**config.mk**
```make
export PLATFORM = sky130hd
export DESIGN_NAME = ksa_serial_add16
export DESIGN_NICKNAME = d
export VERILOG_FILES = /design/src/rtl/ksa_serial_add16.sv
export SDC_FILE = /design/constraint.sdc
export NUM_CORES = 1
export LEC_CHECK = 0
export ABC_AREA = 1
export BUFFER_PORTS_ARGS = -buffer_cell sky130_fd_sc_hd__buf_2
export CELL_PAD_IN_SITES_DETAIL_PLACEMENT = 1
export CELL_PAD_IN_SITES_GLOBAL_PLACEMENT = 2
export CORE_ASPECT_RATIO = 1.5
export CORE_MARGIN = 2
export CORE_UTILIZATION = 31
export DETAILED_ROUTE_END_ITERATION = 16
export GPL_TIMING_DRIVEN = 0
export PLACE_DENSITY = 0.75
export SKIP_LAST_GASP = 1
export SLEW_MARGIN = 40
export SYNTH_ARGS = -nofsm -noshare
export SYNTH_HDL_FRONTEND = slang
export SYNTH_SLANG_ARGS = --single-unit
```
**constraint.sdc**
```tcl
create_clock -name clk -period 3.5 [get_ports clk]
set_input_delay 0 -clock clk [delete_from_list [all_inputs] [get_ports clk]]
set_output_delay 0 -clock clk [all_outputs]
set_load 0.02 [all_outputs]
```
**src/rtl/ksa_serial_add16.sv**
```systemverilog
// Nibble-serial WIDTH-bit adder: one 4-bit Kogge-Stone slice reused N=WIDTH/4 times,
// LSB nibble first, with the inter-nibble carry held in a register.
module ksa_serial_add16 #(
  parameter int WIDTH = 16
) (
  input  logic             clk,
  input  logic             rst,
  input  logic             in_valid,
  output logic             in_ready,
  input  logic [WIDTH-1:0] A,
  input  logic [WIDTH-1:0] B,
  input  logic             cin,
  output logic             out_valid,
  input  logic             out_ready,
  output logic [WIDTH-1:0] S,
  output logic             Cout,
  output logic             busy
);

  localparam int N     = WIDTH / 4;
  localparam int IDX_W = (N > 1) ? $clog2(N) : 1;

  typedef enum logic [1:0] {IDLE, RUN, DONE} state_t;

  state_t             state, state_nxt;
  logic [WIDTH-1:0]   areg, breg, acc, acc_nxt;
  logic [IDX_W-1:0]   idx;
  logic               carry;
  logic [3:0]         a_nib, b_nib, sum_nib;
  logic               cout_nib;
  logic               last_nib;

  // 4-bit Kogge-Stone: incoming carry is folded into g[0] so two prefix
  // levels (distance 1, then 2) span the whole nibble including carry-in.
  function automatic logic [4:0] ksa4(input logic [3:0] a, input logic [3:0] b,
                                      input logic ci);
    logic [3:0] p, g, g1, g2;
    logic       p1_2, p1_3;
    p     = a ^ b;
    g     = a & b;
    g[0]  = g[0] | (p[0] & ci);
    g1[0] = g[0];
    g1[1] = g[1] | (p[1] & g[0]);
    g1[2] = g[2] | (p[2] & g[1]);
    g1[3] = g[3] | (p[3] & g[2]);
    p1_2  = p[2] & p[1];
    p1_3  = p[3] & p[2];
    g2[0] = g1[0];
    g2[1] = g1[1];
    g2[2] = g1[2] | (p1_2 & g1[0]);
    g2[3] = g1[3] | (p1_3 & g1[1]);
    return {g2[3], p ^ {g2[2], g2[1], g2[0], ci}};
  endfunction

  assign in_ready  = (state == IDLE) && !rst;
  assign out_valid = (state == DONE);
  assign busy      = (state != IDLE);
  assign last_nib  = (idx == IDX_W'(N - 1));

  always_comb begin
    a_nib               = areg[4*idx +: 4];
    b_nib               = breg[4*idx +: 4];
    {cout_nib, sum_nib} = ksa4(a_nib, b_nib, carry);
    acc_nxt             = acc;
    acc_nxt[4*idx +: 4] = sum_nib;
  end

  always_comb begin
    state_nxt = state;
    case (state)
      IDLE:    if (in_valid) state_nxt = RUN;
      RUN:     if (last_nib) state_nxt = DONE;
      DONE:    if (out_ready) state_nxt = IDLE;
      default: state_nxt = IDLE;
    endcase
  end

  always_ff @(posedge clk) begin
    if (rst) state <= IDLE;
    else     state <= state_nxt;
  end

  // Datapath: capture in IDLE, one nibble per edge in RUN, publish on the last.
  always_ff @(posedge clk) begin
    if (rst) begin
      idx   <= '0;
      carry <= 1'b0;
      areg  <= '0;
      breg  <= '0;
      acc   <= '0;
      S     <= '0;
      Cout  <= 1'b0;
    end else begin
      case (state)
        IDLE: begin
          if (in_valid) begin
            areg  <= A;
            breg  <= B;
            carry <= cin;
            idx   <= '0;
          end
        end
        RUN: begin
          acc   <= acc_nxt;
          carry <= cout_nib;
          idx   <= idx + IDX_W'(1);
          if (last_nib) begin
            S    <= acc_nxt;
            Cout <= cout_nib;
          end
        end
        default: ;
      endcase
    end
  end

endmodule

```
Word-level counts from Yosys, hierarchy flattened
Cells that the tools add are included.
- register bits after elaboration: 70
- bits of input ports: 37
- logic and storage cells: 55
- add/subtract/negate cells: 2
- equality and inequality tests: 6
- shift-type cells: 4
- mux-type cells: 9
- bitwise operators: 17
- reductions and logical operators: 9
- operators with widths (kind ; number):
    4-bit negation with 34-bit output ; 1
    4-bit by 34-bit variable shift with 16-bit output, first input constant ; 1
    4-bit by 34-bit indexed part select with 16-bit output ; 1
    16-bit by 5-bit indexed part select with 4-bit output ; 2
    16-bit bitwise mux ; 1
    1-bit bitwise AND ; 8
    2-bit 2-to-1 mux ; 4
    4-bit bitwise XOR ; 2
    1-bit bitwise OR ; 6
    2-bit case mux with 3 select lines ; 1
    2-bit AND reduction ; 3
    4-bit bitwise AND ; 1
    2-bit equality test, second input constant ; 2
    2-bit inequality test, second input constant ; 2
    2-bit case mux with 2 select lines ; 1
    2-bit nonzero test ; 2
    3-bit AND reduction ; 1
    2-bit by 1-bit adder with 2-bit output, second input constant ; 1
    2-bit by 1-bit equality test with 1-bit output, second input constant ; 1
    2-bit logical NOT ; 1
    2-bit by 1-bit inequality test with 1-bit output, second input constant ; 1
    1-bit case mux with 2 select lines ; 1
    1-bit logical AND ; 1
    1-bit logical NOT ; 1
    1-bit 2-to-1 mux ; 1

Longest topological paths before layout
Gate-level depths: netlist of run 1.
- word-level depth: 9
- mapped depth: 13
- depth with buffers taken out: 12

Worst setup path before layout of run 1
Ideal clock, no wire load.
- path type: flip-flop to flip-flop
- start point: register idx[1]
- end point: register S[14]
- setup time: 0.056 ns
- data arrival time: 2.367 ns
- data required time: 3.444 ns
- path slack: 1.077 ns
- cell stages (with the launch flop): 14
- path buffers: 1
- period minus slack after synthesis: 2.423 ns
- path through: dfxtp_1 -> clkbuf_1 -> inv_2 -> o21ai_1 -> o22ai_1 -> fa_1 -> fa_1 -> xor2_1 -> nand2_1 -> nor2_2 -> nand2_1 -> o211ai_1 -> nand2_1 -> inv_1
- word-level cells in the longest chain between the ends: 9
- RTL lines (item ; line ; source):
    start: declaration ; 27 ; logic [IDX_W-1:0] idx;
    start signal: assignment ; 106 ; idx <= idx + IDX_W'(1);
    16-bit by 5-bit indexed part select with 4-bit output, on equally long branches ; 61, 62 ;
    4-bit bitwise XOR ; 39 ; p = a ^ b;
    1-bit bitwise AND ; 41 ; g[0] = g[0] | (p[0] & ci);
    1-bit bitwise OR ; 41 ;
    1-bit bitwise AND, on equally long branches ; 43, 50 ;
    1-bit bitwise OR, on equally long branches ; 43, 50 ;
    4-bit bitwise XOR ; 52 ; return {g2[3], p ^ {g2[2], g2[1], g2[0], ci}};
    4-bit by 34-bit indexed part select with 16-bit output ; 65 ; acc_nxt[4*idx +: 4] = sum_nib;
    16-bit bitwise mux ; 65 ;
    end signal: assignment ; 108 ; S <= acc_nxt;
    end: declaration ; 15 ; output logic [WIDTH-1:0] S,
Several ways; a longest one is shown, not always the timed one.
A chain may end at the register's enable or synchronous reset.

Worst setup path after layout of run 1
Ends and elaborated chain as after synthesis.

==> summary.txt, run 1 <==
Status - completed
Worst R2R End - S[14]$_SDFFE_PP0P_
Clock sinks - 70
Max Cap Viol - 0
First-pass GRT wire length - 16300 um
Antenna Violating Nets Remaining - 0
Post-CTS sizing - 0
R2R setup slack - 0.42 ns
Count of cell types in the netlist - 31
Fmax - 325 MHz
Layout Nets - 599
Post-route cell area - 4420 sq um
Die area - 11500 sq um
Clock buffer count from CTS - 9
Crit path top cell by count - nand2_1
Final setup TNS - 0 ns
Slowest cell on the critical path - fa_1
Syn nets - 497
Port bufs - 56
Core area - 10500 sq um
Critical path depth - 13
P per Cell Area - 503 nW/um^2
Fillers - 1343
RSZ-0062 raised after global routing - no
CTS tree - yes
Reg2reg start - idx[1]$_SDFFE_PP0P_
Initial antenna violation count - 0
Synth Cell Area - 3310 sq um
Final Max Slew Viols - 0
Clk root buf - clkbuf_16
Most frequent cells in the layout - nor2_1 (87), dfxtp_1 (70), o21ai_1 (68)
Drc violations - 0
Leading cell type in the layout, fill and taps excluded - nor2_1
Post-layout minimum cycle time - 3.08 ns
Max VDD drop - 0.241 mV
Setup crit end kind - flip-flop
FF+latch count, synth - 70
Die H - 131 um
WP data required - 3.78 ns
Pin count of the biggest net entering global routing - 13
Syn Area/Cell - 7.38 sq um
Vias in the first global route - 3401
Critical path fanouts, max - 11
Clock slew at reported path FFs - 0.06 ns
Setup crit end - S[14]$_SDFFE_PP0P_
Largest delay share family, worst path - adder cells
Kind of start point of the critical path - flip-flop
CP cell instances - clkbuf_1 > inv_2 > o21ai_1 > o22ai_1 > fa_1 > fa_1 > xor2_1 > nand2_1 > nor2_2 > nand2_1 > o211ai_1 > nand2_1 > inv_1
Cells on worst reg2reg path - 13
Synth warn - 0
Die W - 88.4 um
H-tree Lvls - 3
First-pass DRT Iterations - 4
Post-DR wirelength/cell - 14.1 um
Worst path max stage delay - 0.46 ns
1st-iter DRT viols - 80
Share of layout cells above drive strength 1 - 19.6%
Number of hold violations in the final report - 0
GRT overflow - 0
Slew @ Worst Pin - 0.652 ns
Crit path buffers/inverters - 3
Final wirelength - 9870 um
Vias per inst - 4.68
Starting Density - 31.6%
Setup Viol. Count Final - 0
Clock Skew - 0.00633 ns
Final worst path period share - 88.0%
DP HPWL - 7320 um
Placed Area - 3770 sq um
Ports - 57
Synthesis-to-layout area growth - 33.6%
Min-delay worst type - primary input to flip-flop
Rows - 46
Seq/Total Area, Yosys - 42.3%
Setup CP Type - flip-flop to flip-flop
CP startpoint - idx[1]$_SDFFE_PP0P_
Clk buf depth - 2
CP Data Arrival Time - 3.36 ns
ANT cells - 0
Clock latency on the worst-skew pair - 0.34 ns
Worst slew margin - 56.5%
Synth Instances - 449
Tot GR Track Use - 18.6%
Via count - 3273
P_leak - 2.14 nW
Global placement routability congestion - 0.801
==> worst register-to-register path: stages, from the launching register on <==
cell and delay, ns:
dfxtp_1 0.38, clkbuf_1 0.42, inv_2 0.23, o21ai_1 0.13
o22ai_1 0.11, fa_1 0.46, fa_1 0.42, xor2_1 0.26
nand2_1 0.15, nor2_2 0.13, nand2_1 0.10, o211ai_1 0.11
nand2_1 0.07, inv_1 0.05
==> worst min path at each step <==
stage | startpoint | endpoint | slack (ns) | cells past startpoint
4_1_cts | in_valid | carry$_SDFFE_PP0P_ | 0.10 | 4
6_report | in_valid | carry$_SDFFE_PP0P_ | 0.09 | 4
2_1_floorplan | B[0] | breg[0]$_SDFFE_PP0P_ | 0.15 | 2
3_5_place_dp | B[14] | breg[14]$_SDFFE_PP0P_ | 0.24 | 3
5_1_grt | in_valid | carry$_SDFFE_PP0P_ | 0.11 | 4
3_3_place_gp | A[3] | areg[3]$_SDFFE_PP0P_ | 0.23 | 3
==> sequential cells by signal (all words and copies together), names as in the netlist <==
signal	cells
Cout	1
S	16
acc	16
areg	16
breg	16
carry	1
idx	2
state	2
==> per-stage QoR <==
| stage | utilization [%] | total power [mW] | worst slack, ns | hold WS (ns) | cells |
|---|---|---|---|---|---|
| floorplan | - | 1.16 | 1.08 | 0.146 | 449 |
| global placement | 36.0 | 1.28 | 0.424 | 0.233 | 649 |
| detailed placement | 36.0 | 1.29 | 0.379 | 0.244 | 649 |
| CTS | 42.2 | 2.25 | 0.368 | 0.103 | 700 |
| global route | 42.2 | 2.34 | 0.0550 | 0.113 | 700 |
| finish | 42.2 | 2.23 | 0.421 | 0.0935 | 700 |
==> layer usage <==
| metal | vias up | track usage [%] | part of all wire (%) |
|---|---|---|---|
| met4 | 0 | 7.22 | 1.7 |
| met1 | 1556 | 19.3 | 39 |
| met2 | 48 | 36.0 | 56 |
| met5 | - | 0 | 0 |
| met3 | 11 | 3.27 | 2.7 |
| li1 | 1658 | - | - |
==> power breakdown <==
| part | internal (mW) | switching, mW | leakage (nW) |
|---|---|---|---|
| combinational | 0.163 | 0.255 | 1.41 |
| clock | 0.587 | 0.342 | 0.152 |
| sequential | 0.851 | 0.0296 | 0.575 |
==> synth_stat cells <==
cell type	count	share of area, %
o22ai_1	15	2.8
a21oi_1	20	3.0
buf_2	7	1.1
a31oi_1	2	0.38
buf_6	3	1.0
clkbuf_1	10	1.1
dfxtp_1	70	42
o21bai_1	7	1.6
buf_4	4	0.91
nand3b_1	1	0.23
nand2_4	2	0.68
nor2_1	87	9.9
a211oi_2	1	0.38
o21ai_1	68	10
nand3_1	15	2.3
o21a_1	9	2.0
inv_2	13	1.5
ha_1	9	3.4
xor2_1	1	0.26
nor2_8	1	0.60
clkinv_1	2	0.23
or2_2	1	0.19
nor3b_2	1	0.38
nand4_1	2	0.38
fa_1	2	1.2
clkinvlp_2	2	0.30
nand2_1	33	3.7
nor2_2	3	0.57
o211ai_1	4	0.91
inv_1	47	5.3
o21ai_0	7	1.1
==> kinds of logic after synthesis <==
kind of cell | share of synthesized area (%)
adder cells (fa/ha/maj) | 4.61
XOR/XNOR | 0.264
buffers and inverters | 11.4
AND/OR/NAND/NOR | 18.9
flip-flops | 42.3
AO/OA/AOI/OAI | 22.5
==> area by class of cell <==
cell class / instances / area [sq um] / share of cell area (%)
timing repair buffer: 91 / 631 / 14.3
multi-input combinational: 291 / 1530 / 34.6
clock inverter: 4 / 45.0 / 1.02
buffer: 24 / 136 / 3.08
tap: 144 / 180 / 4.07
inverter: 64 / 243 / 5.49
sequential: 70 / 1400 / 31.7
clock buffer: 12 / 256 / 5.80
==> timing repair <==
action,4_1_cts,5_1_grt
setup buffers,0,0
endpoints found under the setup margin,0,0
hold endpoints to repair,36,0
hold buffers,35,0
No activity file was read; power rests on OpenSTA's default activity.
==> inputs of run 2 (changes only) <==
Settings changed: CORE_ASPECT_RATIO 1.5 to unset.
==> run 2 against run 1 <==
Against the previous run:
- utilization fell by 0.78 points
- setup slack got worse by 0.0040 ns
- power shrank 14%
- worst hold slack got worse by 0.020 ns
- sequential power barely moved
- via count about the same
- global-route usage grew 0.54 points
- sequential cell count unchanged
- combinational power is essentially flat
- non-clock buffer count did not move
- die area down 0.15%
- cell area fell by 2.8%
- critical endpoint unchanged
- largest cell class unchanged
- largest power group is now sequential cells
- highest routed layer unchanged
==> summary.txt, run 2 (synthesized netlist as in run 1, its figures left out) <==
Pin count of the biggest net entering global routing - 13 (unchanged)
First-pass DRT Iterations - 4 (unchanged)
Drc violations - 0 (unchanged)
Die H - 107 um (-18%)
Final wirelength - 9910 um (+0.44%)
First-pass GRT wire length - 17100 um (+5.3%)
Int Pwr - 1.33 mW (-17%)
Setup Viol. Count Final - 0 (unchanged)
Clock buffer count from CTS - 9 (unchanged)
WP data required - 3.81 ns (+0.03 ns)
Antenna Violating Nets Remaining - 0 (unchanged)
Vias per inst - 4.73 (+1.2%)
P per Cell Area - 448 nW/um^2 (-11%)
Final worst path period share - 88.1% (+0.11 points)
Layout Nets - 599 (unchanged)
Most frequent cells in the layout - nor2_1 (87), dfxtp_1 (70), o21ai_1 (68)
Tot GR Track Use - 19.1% (+0.54 points)
Share of layout cells above drive strength 1 - 19.6% (unchanged)
Global placement routability congestion - 0.785 (-2.0%)
Critical path fanouts, max - 11 (unchanged)
Fmax - 324 MHz (-0.13%)
Clk root buf - clkbuf_8
Starting Density - 31.9% (+0.32 points)
Clock slew at reported path FFs - 0.08 ns (+0.02 ns)
Die area - 11500 sq um (-0.15%)
Ports - 57 (unchanged)
P_leak - 2.08 nW (-2.7%)
Switching power - 600 uW (-4.2%)
Postcts setup bufs - 0 (unchanged)
Setup CP Type - flip-flop to flip-flop
Hold Buf Count CTS - 35 (unchanged)
CP Data Arrival Time - 3.39 ns (+0.03 ns)
Clk buf depth - 2 (unchanged)
Setup crit end kind - flip-flop
Sw frac - 31.2% (+3.0 points)
Port bufs - 56 (unchanged)
Min-delay worst type - primary input to flip-flop
Kind of start point of the critical path - flip-flop
Via count - 3274 (+0.031%)
Combinational Power Share - 21.8% (+3.0 points)
CTS tree - yes
Core area - 10400 sq um (-1.0%)
Clock Skew - 0.00621 ns (-0.000118 ns)
Post-CTS sizing - 0 (unchanged)
Clock latency on the worst-skew pair - 0.36 ns (+0.02 ns)
Slew @ Worst Pin - 0.653 ns (+0.000744 ns)
Leading cell type in the layout, fill and taps excluded - nor2_1
R2R setup slack - 0.42 ns (about the same)
RSZ-0062 raised after global routing - no
Number of hold violations in the final report - 0 (unchanged)
Vias in the first global route - 3559 (+4.6%)
Post-DR wirelength/cell - 14.3 um (+1.6%)
Max VDD drop - 0.146 mV (-40%)
1st-iter DRT viols - 82 (+2.5%)
Post-route cell area - 4300 sq um (-2.8%)
Synthesis-to-layout area growth - 29.8%
Placed Area - 3760 sq um (-0.27%)
GRT overflow - 0 (unchanged)
Worst slew margin - 56.5% (about the same)
Seq pwr share - 45.6% (+6.1 points)
Die W - 107 um (+21%)
Clock network fraction of total power - 32.6% (-9.1 points)
Final setup TNS - 0 ns (unchanged)
Initial antenna violation count - 0 (unchanged)
Clock sinks - 70 (unchanged)
DP HPWL - 7220 um (-1.4%)
Post-layout minimum cycle time - 3.08 ns (+0.00399 ns)
Rows - 37 (-20%)
ANT cells - 0 (unchanged)
Status - completed
H-tree Lvls - 3 (unchanged)
Max Cap Viol - 0 (unchanged)
Final Max Slew Viols - 0 (unchanged)
run 2: metrics by stage:
stage,utilization [%],setup WS [ns],hold slack [ns],instances,power [mW]
after floorplan,-,1.08,0.146,449,1.16
after global placement,36.3,0.470,0.235,641,1.28
after detailed placement,36.3,0.405,0.244,641,1.29
after CTS,41.5,0.388,0.0729,692,1.95
after global routing,41.5,0.145,0.123,692,2.04
final,41.5,0.417,0.0732,692,1.93
run 2: layer usage:
metal,wire length [um],vias up,GRT usage [%]
met5,0,-,0
met4,210,0,8.24
met3,240,14,2.54
met2,4970,50,34.9
met1,4490,1545,22.3
li1,-,1665,-
run 2: cell type report:
| type | count | area, sq um |
|---|---|---|
| multi-input cells | 291 | 1530 |
| inverters | 64 | 243 |
| well taps | 136 | 170 |
| flip-flops and latches | 70 | 1400 |
| plain buffers | 24 | 136 |
| clock inverters | 3 | 17.5 |
| repair buffers | 91 | 631 |
| fillers | 1324 | 6070 |
| clock buffers | 13 | 169 |
run 2: final timing paths:
| kind | start | to | cells past startpoint |
|---|---|---|---|
| min reg2reg | breg[10]$_SDFFE_PP0P_ | breg[10]$_SDFFE_PP0P_ | 2 |
| max | idx[1]$_SDFFE_PP0P_ | S[14]$_SDFFE_PP0P_ | 13 |
| max reg2reg | idx[1]$_SDFFE_PP0P_ | S[14]$_SDFFE_PP0P_ | 13 |
| min | in_valid | carry$_SDFFE_PP0P_ | 4 |
run 2: critical path: stages (launching register included):
cell	delay (ns)
dfxtp_1	0.39
clkbuf_1	0.43
inv_2	0.23
o21ai_1	0.13
o22ai_1	0.11
fa_1	0.47
fa_1	0.42
xor2_1	0.26
nand2_1	0.14
nor2_2	0.12
nand2_1	0.10
o211ai_1	0.10
nand2_1	0.07
inv_1	0.05
run 2: power groups by stage:
stage	combinational (mW)	clock, mW	sequential [mW]
after floorplan	0.271	0	0.889
after global placement	0.379	0	0.896
after detailed placement	0.391	0	0.898
after CTS	0.423	0.651	0.879
after global routing	0.481	0.679	0.885
final	0.420	0.628	0.878
==> inputs of run 3 (changes only) <==
Settings changed: CORE_ASPECT_RATIO set to 1.5, CORE_MARGIN 2 to 1.5, RECOVER_POWER set to 50.
==> run 3 against run 2 <==
Against the previous run:
- sequential cell count did not move
- first-iteration DRC count rose by 33%
- global-route usage fell by 0.38 points
- register-to-register slack got worse by 0.09 ns
- non-clock buffer count fell by 1
- maximum frequency fell by 2.8%
- clock-buffer cell count fell by 2
- wire length fell by 0.65%
- die area fell by 1.7%
- cell area rose by 0.76%
- critical path type unchanged
- highest routed layer unchanged
==> summary.txt, run 3 (synthesized netlist as in run 1, its figures left out) <==
Status - completed
Final setup TNS - 0 ns (unchanged)
Footprint of the multi-input gates - 1520 sq um (-0.65%)
Starting Density - 31.6% (-0.32 points)
Pin count of the biggest net entering global routing - 13 (unchanged)
GRT overflow - 0 (unchanged)
Clock slew at reported path FFs - 0.05 ns (-0.03 ns)
Min-delay worst type - primary input to flip-flop
Setup CP Type - flip-flop to flip-flop
Rows - 46 (+24%)
Max Cap Viol - 0 (unchanged)
Final Max Slew Viols - 0 (unchanged)
Post-CTS sizing - 0 (unchanged)
Clk buf depth - 2 (unchanged)
First-pass DRT Iterations - 4 (unchanged)
Kind of start point of the critical path - flip-flop
Die W - 87.4 um (-19%)
Critical path fanouts, max - 11 (unchanged)
Post-route insts no fill - 696 (+0.58%)
Die area - 11300 sq um (-1.7%)
First-pass GRT wire length - 16000 um (-6.4%)
WP data required - 3.78 ns (-0.03 ns)
CTS tree - yes
Slew @ Worst Pin - 0.678 ns (+0.0254 ns)
Fillers - 1341 (+1.3%)
ANT cells - 0 (unchanged)
Clock sinks - 70 (unchanged)
Final worst path period share - 90.6% (+2.5 points)
Vias per inst - 4.72 (-0.33%)
Core area - 10500 sq um (+1.0%)
Via count - 3282 (+0.24%)
1st-iter DRT viols - 109 (+33%)
Max VDD drop - 0.230 mV (+58%)
Share of layout cells above drive strength 1 - 14.7% (-4.9 points)
Most frequent cells in the layout - nor2_1 (88), dfxtp_1 (70), o21ai_1 (68)
Clock Skew - 0.00736 ns (+0.00115 ns)
Port bufs - 56 (unchanged)
Drc violations - 0 (unchanged)
DP Cell Count - 649 (+1.2%)
DP HPWL - 7240 um (+0.34%)
Setup crit end kind - flip-flop
Final wirelength - 9850 um (-0.65%)
Clock latency on the worst-skew pair - 0.34 ns (-0.02 ns)
Layout Nets - 598 (-0.17%)
Initial antenna violation count - 0 (unchanged)
Post-DR wirelength/cell - 14.1 um (-1.2%)
Worst slew margin - 54.8% (-1.7 points)
Tot GR Track Use - 18.8% (-0.38 points)
P_leak - 2.02 nW (-3.2%)
Global placement routability congestion - 0.816 (+3.9%)
Register area - 1400 sq um (unchanged)
Antenna Violating Nets Remaining - 0 (unchanged)
Clock buffer count from CTS - 9 (unchanged)
Leading cell type in the layout, fill and taps excluded - nor2_1
Die H - 130 um (+21%)
Post-layout minimum cycle time - 3.17 ns (+0.0882 ns)
Synthesis-to-layout area growth - 30.8%
P per Cell Area - 491 nW/um^2 (+9.6%)
Vias in the first global route - 3372 (-5.3%)
Setup Viol. Count Final - 0 (unchanged)
H-tree Lvls - 3 (unchanged)
RSZ-0062 raised after global routing - no
CP Data Arrival Time - 3.46 ns (+0.07 ns)
Clk root buf - clkbuf_16
Fmax - 315 MHz (-2.8%)
Ports - 57 (unchanged)
Number of hold violations in the final report - 0 (unchanged)
run 3: timing repair:
| action | 4_1_cts | 5_1_grt |
|---|---|---|
| buffers inserted | 0 | 0 |
| endpoints found under the hold margin | 34 | 0 |
| hold buffers | 34 | 0 |
run 3: layer usage:
layer | wire length [um] | track usage (%) | up-vias
met5 | 0 | 0 | -
met4 | 140 | 6.44 | 0
met3 | 254 | 4.01 | 12
met2 | 5430 | 36.5 | 49
met1 | 4020 | 19.3 | 1556
li1 | - | - | 1665
run 3: final timing paths:
path	startpoint	end	slack, ns	depth (start not counted)
setup / recovery	idx[1]$_SDFFE_PP0P_	acc[14]$_SDFFE_PP0P_	0.33	13
hold / removal	rst	acc[5]$_SDFFE_PP0P_	0.01	4
setup reg to reg	idx[1]$_SDFFE_PP0P_	acc[14]$_SDFFE_PP0P_	0.33	13
hold reg to reg	areg[3]$_SDFFE_PP0P_	areg[3]$_SDFFE_PP0P_	0.48	2
run 3: area by class of cell:
type	instances	share of cell area [%]
Clock inverter	2	0.231
Sequential cell	70	32.4
Timing Repair Buffer	90	13.7
Multi-Input combinational cell	291	35.1
Tap cell	144	4.16
Inverter	64	5.60
Buffer	24	2.95
Clock buffer	11	5.83
run 3: power by group:
part | switching, mW | internal [mW] | total (mW)
sequential | 0.0292 | 0.851 | 0.880
clock | 0.331 | 0.503 | 0.834
combinational | 0.253 | 0.159 | 0.412
run 3: worst max-delay path: stages, from the launching register on:
cell and delay (ns):
dfxtp_1 0.39, clkbuf_1 0.44, inv_2 0.24, o21ai_1 0.15, o22ai_1 0.12, fa_1 0.48
fa_1 0.43, xor2_1 0.27, nand2_1 0.15, nor2_2 0.13, nand2_1 0.10, o211ai_1 0.10
nand2_1 0.07, inv_1 0.06
run 3: stage by stage:
step	util, %	hold slack (ns)	instance area, sq um	power (mW)	worst slack [ns]
3_5_place_dp	36.0	0.243	3770	1.29	0.342
3_3_place_gp	36.0	0.233	3770	1.28	0.412
5_1_grt	41.4	0.0494	4330	2.24	0.0660
2_1_floorplan	-	0.146	3310	1.16	1.08
4_1_cts	41.8	0.00435	4380	2.16	0.337
6_report	41.4	0.0131	4330	2.13	0.329
